File: src/rtl/ysyx_23060025_lsu_axi.sv
// Load/store unit: one request at a time onto an AXI4-Lite data port.
// Handles lane steering, load extension, misalignment and bus errors.
module ysyx_23060025_lsu_axi #(
    parameter int DATA_LEN = 32,
    parameter int ADDR_LEN = 32
) (
    input  logic                  clock,
    input  logic                  reset,
    input  logic                  req_valid_i,
    output logic                  req_ready_o,
    input  logic [ADDR_LEN-1:0]   req_addr_i,
    input  logic                  req_wen_i,
    input  logic [1:0]            req_size_i,
    input  logic                  req_signed_i,
    input  logic [DATA_LEN-1:0]   req_wdata_i,
    input  logic [4:0]            req_rd_i,
    output logic                  rsp_valid_o,
    input  logic                  rsp_ready_i,
    output logic [DATA_LEN-1:0]   rsp_rdata_o,
    output logic [1:0]            rsp_err_o,
    output logic [4:0]            rsp_rd_o,
    output logic [ADDR_LEN-1:0]   addr_r_addr_o,
    output logic [2:0]            addr_r_size_o,
    output logic                  addr_r_valid_o,
    input  logic                  addr_r_ready_i,
    input  logic [DATA_LEN-1:0]   r_data_i,
    input  logic [1:0]            r_resp_i,
    input  logic                  r_valid_i,
    output logic                  r_ready_o,
    output logic [ADDR_LEN-1:0]   addr_w_addr_o,
    output logic [2:0]            addr_w_size_o,
    output logic                  addr_w_valid_o,
    input  logic                  addr_w_ready_i,
    output logic [DATA_LEN-1:0]   w_data_o,
    output logic [DATA_LEN/8-1:0] w_strb_o,
    output logic                  w_valid_o,
    input  logic                  w_ready_i,
    input  logic [1:0]            bkwd_resp_i,
    input  logic                  bkwd_valid_i,
    output logic                  bkwd_ready_o
);

    localparam int STRB_W = DATA_LEN / 8;
    localparam int OFF_W  = $clog2(STRB_W);

    typedef enum logic [2:0] {
        IDLE, RD_ADDR, RD_DATA, WR_REQ, WR_RESP, RESP
    } state_e;

    state_e                state_q, state_d;
    logic [ADDR_LEN-1:0]   addr_q, addr_d;
    logic [1:0]            size_q, size_d;
    logic                  signed_q, signed_d;
    logic [DATA_LEN-1:0]   wdata_q, wdata_d;
    logic [STRB_W-1:0]     strb_q, strb_d;
    logic [4:0]            rd_q, rd_d;
    logic                  aw_done_q, aw_done_d;
    logic                  w_done_q, w_done_d;
    logic [DATA_LEN-1:0]   rdata_q, rdata_d;
    logic [1:0]            err_q, err_d;

    logic [OFF_W-1:0]      req_off;
    logic [2:0]            low_mask;
    logic                  size_bad;
    logic                  misaligned;
    logic [8:0]            byte_mask;
    logic [DATA_LEN-1:0]   one;
    logic [DATA_LEN-1:0]   ld_shift;
    logic [DATA_LEN-1:0]   ld_mask;
    logic [6:0]            ld_bits;
    logic                  ld_sign;
    logic [DATA_LEN-1:0]   ld_ext;
    logic                  aw_ok;
    logic                  w_ok;

    assign one = {{(DATA_LEN-1){1'b0}}, 1'b1};

    // Request-side decode: alignment and write lane placement
    assign req_off    = req_addr_i[OFF_W-1:0];
    assign low_mask   = (3'd1 << req_size_i) - 3'd1;
    assign size_bad   = (DATA_LEN == 32) && (req_size_i == 2'd3);
    assign misaligned = (|(req_addr_i[2:0] & low_mask)) | size_bad;
    assign byte_mask  = (9'd1 << (4'd1 << req_size_i)) - 9'd1;

    // Load-side extraction: shift the addressed lane down, then extend
    assign ld_shift = r_data_i >> {addr_q[OFF_W-1:0], 3'b000};
    assign ld_bits  = 7'd8 << size_q;
    assign ld_mask  = (one << ld_bits) - one;
    assign ld_sign  = |(ld_shift & (one << (ld_bits - 7'd1)));
    assign ld_ext   = (ld_shift & ld_mask)
                    | ({DATA_LEN{ld_sign & signed_q}} & ~ld_mask);

    assign aw_ok = aw_done_q | addr_w_ready_i;
    assign w_ok  = w_done_q | w_ready_i;

    always_comb begin
        state_d   = state_q;
        addr_d    = addr_q;
        size_d    = size_q;
        signed_d  = signed_q;
        wdata_d   = wdata_q;
        strb_d    = strb_q;
        rd_d      = rd_q;
        aw_done_d = aw_done_q;
        w_done_d  = w_done_q;
        rdata_d   = rdata_q;
        err_d     = err_q;
        unique case (state_q)
            IDLE: begin
                if (req_valid_i) begin
                    addr_d    = req_addr_i;
                    size_d    = req_size_i;
                    signed_d  = req_signed_i;
                    wdata_d   = req_wdata_i << {req_off, 3'b000};
                    strb_d    = STRB_W'(byte_mask) << req_off;
                    rd_d      = req_rd_i;
                    aw_done_d = 1'b0;
                    w_done_d  = 1'b0;
                    rdata_d   = '0;
                    err_d     = 2'd0;
                    if (misaligned) begin
                        err_d   = 2'd2;
                        state_d = RESP;
                    end else if (req_wen_i) begin
                        state_d = WR_REQ;
                    end else begin
                        state_d = RD_ADDR;
                    end
                end
            end
            RD_ADDR: begin
                if (addr_r_ready_i) state_d = RD_DATA;
            end
            RD_DATA: begin
                if (r_valid_i) begin
                    state_d = RESP;
                    if (r_resp_i != 2'd0) begin
                        err_d   = 2'd1;
                        rdata_d = '0;
                    end else begin
                        rdata_d = ld_ext;
                    end
                end
            end
            WR_REQ: begin
                // AW and W may finish in either order or together
                if (aw_ok && w_ok) begin
                    state_d   = WR_RESP;
                    aw_done_d = 1'b0;
                    w_done_d  = 1'b0;
                end else begin
                    aw_done_d = aw_ok;
                    w_done_d  = w_ok;
                end
            end
            WR_RESP: begin
                if (bkwd_valid_i) begin
                    state_d = RESP;
                    if (bkwd_resp_i != 2'd0) err_d = 2'd1;
                end
            end
            RESP: begin
                if (rsp_ready_i) state_d = IDLE;
            end
            default: state_d = IDLE;
        endcase
    end

    always_ff @(posedge clock) begin
        if (reset) begin
            state_q   <= IDLE;
            addr_q    <= '0;
            size_q    <= 2'd0;
            signed_q  <= 1'b0;
            wdata_q   <= '0;
            strb_q    <= '0;
            rd_q      <= 5'd0;
            aw_done_q <= 1'b0;
            w_done_q  <= 1'b0;
            rdata_q   <= '0;
            err_q     <= 2'd0;
        end else begin
            state_q   <= state_d;
            addr_q    <= addr_d;
            size_q    <= size_d;
            signed_q  <= signed_d;
            wdata_q   <= wdata_d;
            strb_q    <= strb_d;
            rd_q      <= rd_d;
            aw_done_q <= aw_done_d;
            w_done_q  <= w_done_d;
            rdata_q   <= rdata_d;
            err_q     <= err_d;
        end
    end

    assign req_ready_o    = (state_q == IDLE);
    assign rsp_valid_o    = (state_q == RESP);
    assign rsp_rdata_o    = rsp_valid_o ? rdata_q : '0;
    assign rsp_err_o      = rsp_valid_o ? err_q : 2'd0;
    assign rsp_rd_o       = rd_q;

    assign addr_r_valid_o = (state_q == RD_ADDR);
    assign addr_r_addr_o  = addr_r_valid_o ? addr_q : '0;
    assign addr_r_size_o  = addr_r_valid_o ? {1'b0, size_q} : 3'd0;
    assign r_ready_o      = (state_q == RD_DATA);

    assign addr_w_valid_o = (state_q == WR_REQ) && !aw_done_q;
    assign addr_w_addr_o  = addr_w_valid_o ? addr_q : '0;
    assign addr_w_size_o  = addr_w_valid_o ? {1'b0, size_q} : 3'd0;
    assign w_valid_o      = (state_q == WR_REQ) && !w_done_q;
    assign w_data_o       = w_valid_o ? wdata_q : '0;
    assign w_strb_o       = w_valid_o ? strb_q : '0;
    assign bkwd_ready_o   = (state_q == WR_RESP);

endmodule

File: config.mk
export PLATFORM = sky130hd
export DESIGN_NAME = ysyx_23060025_lsu_axi
export DESIGN_NICKNAME = d
export VERILOG_FILES = /design/src/rtl/ysyx_23060025_lsu_axi.sv
export SDC_FILE = /design/constraint.sdc
export NUM_CORES = 1
export LEC_CHECK = 0
export CAP_MARGIN = 20
export CORE_ASPECT_RATIO = 0.75
export CORE_MARGIN = 5
export CORE_UTILIZATION = 44
export CTS_CLUSTER_SIZE = 24
export DETAILED_ROUTE_END_ITERATION = 8
export GPL_ROUTABILITY_DRIVEN = 1
export PLACE_DENSITY = 0.82
export SLEW_MARGIN = 20
export SYNTH_ARGS = -nofsm -noshare
export SYNTH_HDL_FRONTEND = slang
export SYNTH_SLANG_ARGS = --single-unit
File: constraint.sdc
create_clock -name clock -period 2.6 [get_ports clock]
set_input_delay 0.65 -clock clock [delete_from_list [all_inputs] [get_ports clock]]
set_output_delay 0.65 -clock clock [all_outputs]
set_load 0.01 [all_outputs]
==> flow_summary.json <==
{
  "finalSetupTns_ns": 0,
  "max-vdd-ir-drop_mv": 0.459,
  "stdcell_area_um2": 10200,
  "clock.fmax_mhz": 394,
  "yosys_register_bits": 115,
  "yosysWarnings": 0,
  "final_cell_count_no_fill": 1321,
  "yosysTopAreaCellShare_pct": 35.7,
  "clock-sinks": 115,
  "n_antenna_cell": 0,
  "syn_area_um2": 6450,
  "numPortBuffers": 267,
  "cts_buffer_depth": 2,
  "period_needed_ns": 2.54,
  "dpl.hpwl_um": 16300,
  "async_flop_share_pct": 0,
  "p_comb_share_pct": 35.4,
  "yosys.area.top_type": "dfxtp_1",
  "ys_top_cells_by_area": "dfxtp_1, and2_1, a21oi_1",
  "path_max_fanout": 13,
  "status": "finished clean",
  "cp-end-kind": "primary output",
  "p_leak_nw": 4.81,
  "cts_tree": "done",
  "root_buffer": "clkbuf_16",
  "syn_area_per_cell_um2": 7.63,
  "dp_cells": 1286,
  "p_int_mw": 4.82,
  "nets": 1231,
  "cts_hold_buf": 0,
  "grt_max_degree": 51,
  "initial_core_util_pct": 44.8,
  "ant_nets": 0,
  "p_switching_mw": 2.56,
  "critPathMaxStageDelay_ns": 0.54,
  "io_pins": 270,
  "fp-row-count": 38,
  "clockPowerShare_pct": 32.9,
  "antenna_found_initial": 1,
  "slew_headroom_pct": 49.6,
  "yosys-top-cells-count": "and2_1, nand2_1, dfxtp_1, a21oi_1, nor2_1",
  "core_area_um2": 14400,
  "hold_path_class": "reg2reg",
  "power_density_nw_per_um2": 724,
  "yosys.cell_count.top_type": "and2_1",
  "worst_path_max_delay_cell": "clkdlybuf4s50_1",
  "cp.required_ns": 1.95,
  "layout_setup_ws_ns": 0.0624,
  "grt_pass1_wl_um": 35000,
  "pre_cts_slack_ns": 0.0556,
  "synth.yosys.seq_area_share_pct": 35.7,
  "drive_gt1_share_pct": 9.90,
  "h-tree-depth": 4,
  "grt_usage_pct": 25.2,
  "routed_via_density": 5.30,
  "crit_arrival_ns": 1.89,
  "grt_remaining_overflow": 0,
  "swShare_pct": 34.7,
  "report.final.hold_viol_count": 0,
  "maxCapViolations": 0,
  "first_pass_iters": 5,
  "cp-start-kind": "flop",
  "grtUsageMet3_pct": 7.88,
  "wl_um": 22600,
  "finalClockSkew_ns": 0.00614,
  "first_global_vias": 6821,
  "die_x_um": 150,
  "synth_flop_cell": "dfxtp_1",
  "finalMaxSlewViolations": 0,
  "cp_cell_sequence": "nand2b_4 > nor2_4 > buf_12 > and2_1 > clkdlybuf4s50_1",
  "finalSetupViolCount": 0,
  "drtIter0Drc": 480,
  "tightest_slew_ns": 0.755,
  "syn_inst": 846,
  "clock_latency_ns": 0.41,
  "die_area_um2": 17200,
  "crit_type": "reg2out",
  "busiest_layer": "met2",
  "period_share_pct": 97.6,
  "seqPwrFrac_pct": 31.7,
  "die_h_um": 115,
  "use_met2_pct": 39.0,
  "clk_pin_slew_ns": 0.06,
  "wl_per_cell_um": 17.1,
  "vias": 7005,
  "place.gp.congestion": 0.907,
  "cts_buffers": 17,
  "dpl-instance-area_um2": 9560,
  "synth_cell_type_count": 58,
  "area_growth_pct": 58.2,
  "synth_edf_count": 0,
  "met1_usage_pct": 33.2,
  "final_core_util_pct": 70.8,
  "route.detailed.drc": 0
}
==> power by group through the flow <==
stage               combinational [mW]  sequential, mW  clock [mW]
detailed placement                2.54            2.36           0
floorplan                         1.52            2.29           0
finish                            2.61            2.34        2.43
global route                      2.86            2.39        2.55
global placement                  2.50            2.35           0
CTS                               2.56            2.33        2.46
==> per-layer routing <==
metal	routed length, um	vias up
met4	645	2
met5	13	-
met3	2140	44
met1	9760	3224
li1	-	3414
met2	10000	321
==> sequential cells by signal (all words and copies together) (netlist names) <==
name	cells
addr_q	32
aw_done_q	1
err_q	2
rdata_q	32
rsp_rd_o	5
signed_q	1
size_q	2
state_q	3
strb_q	4
w_done_q	1
wdata_q	32
==> final timing paths <==
| check | startpoint | endpoint | slack, ns | cells after the start |
|---|---|---|---|---|
| max | state_q[1] | rsp_rdata_o[5] | 0.06 | 5 |
| min | wdata_q[7] | wdata_q[7] | 0.45 | 2 |
| max reg2reg | addr_q[0] | rdata_q[14] | 0.47 | 6 |
| min reg2reg | wdata_q[7] | wdata_q[7] | 0.45 | 2 |
==> worst max-delay path, delay by kind of cell, from the launching register on <==
family / cells / cell delay, ns
buf+inv: 2 / 0.69
flops: 1 / 0.33
simple gates: 3 / 0.46
==> area by class of cell <==
type	instances	area, um2
fill	1156	4200
tap	200	250
clock buffer	18	439
timing repair buffer	317	3170
sequential	115	2300
multi-input combinational	641	3800
clock inverter	14	179
inverter	16	60.1
==> cells by family (layout without fill, tap and decap cells) <==
family | Yosys count | count (layout) | share of synthesized area, %
compound gates | 200 | 200 | 19.4
fa+ha+maj | 6 | 6 | 1.12
other cells | 1 | 2 | 0.0581
simple gates | 396 | 396 | 31.5
flops | 115 | 115 | 35.7
buf+inv | 91 | 365 | 6.19
mux | 36 | 36 | 5.93
xor+xnor | 1 | 1 | 0.136
==> stage by stage <==
| stage | power, mW | hold WS (ns) |
|---|---|---|
| 2_1_floorplan | 3.80 | 0.427 |
| 3_3_place_gp | 4.85 | 0.435 |
| 3_5_place_dp | 4.90 | 0.440 |
| 4_1_cts | 7.36 | 0.448 |
| 5_1_grt | 7.81 | 0.476 |
| 6_report | 7.38 | 0.446 |
==> cells in the final DEF (no fill, tap or decap), types with 27 or more instances in the layout <==
master / count
and2_1: 136
o21ai_0: 30
a21oi_1: 89
dlygate4sd2_1: 102
mux2i_1: 27
nor3_1: 27
nor2_1: 55
clkdlybuf4s50_1: 138
dfxtp_1: 113
buf_4: 37
nand2_1: 115
a211oi_1: 30
==> timing repair <==
item | 4_1_cts | 5_1_grt
setup buffers | 0 | 1
endpoints found under the setup margin | 135 | 32
pin swaps | 1 | 1
cloned | 1 | 1
gates resized for setup | 111 | 28
(Power assumes the default switching activity.)
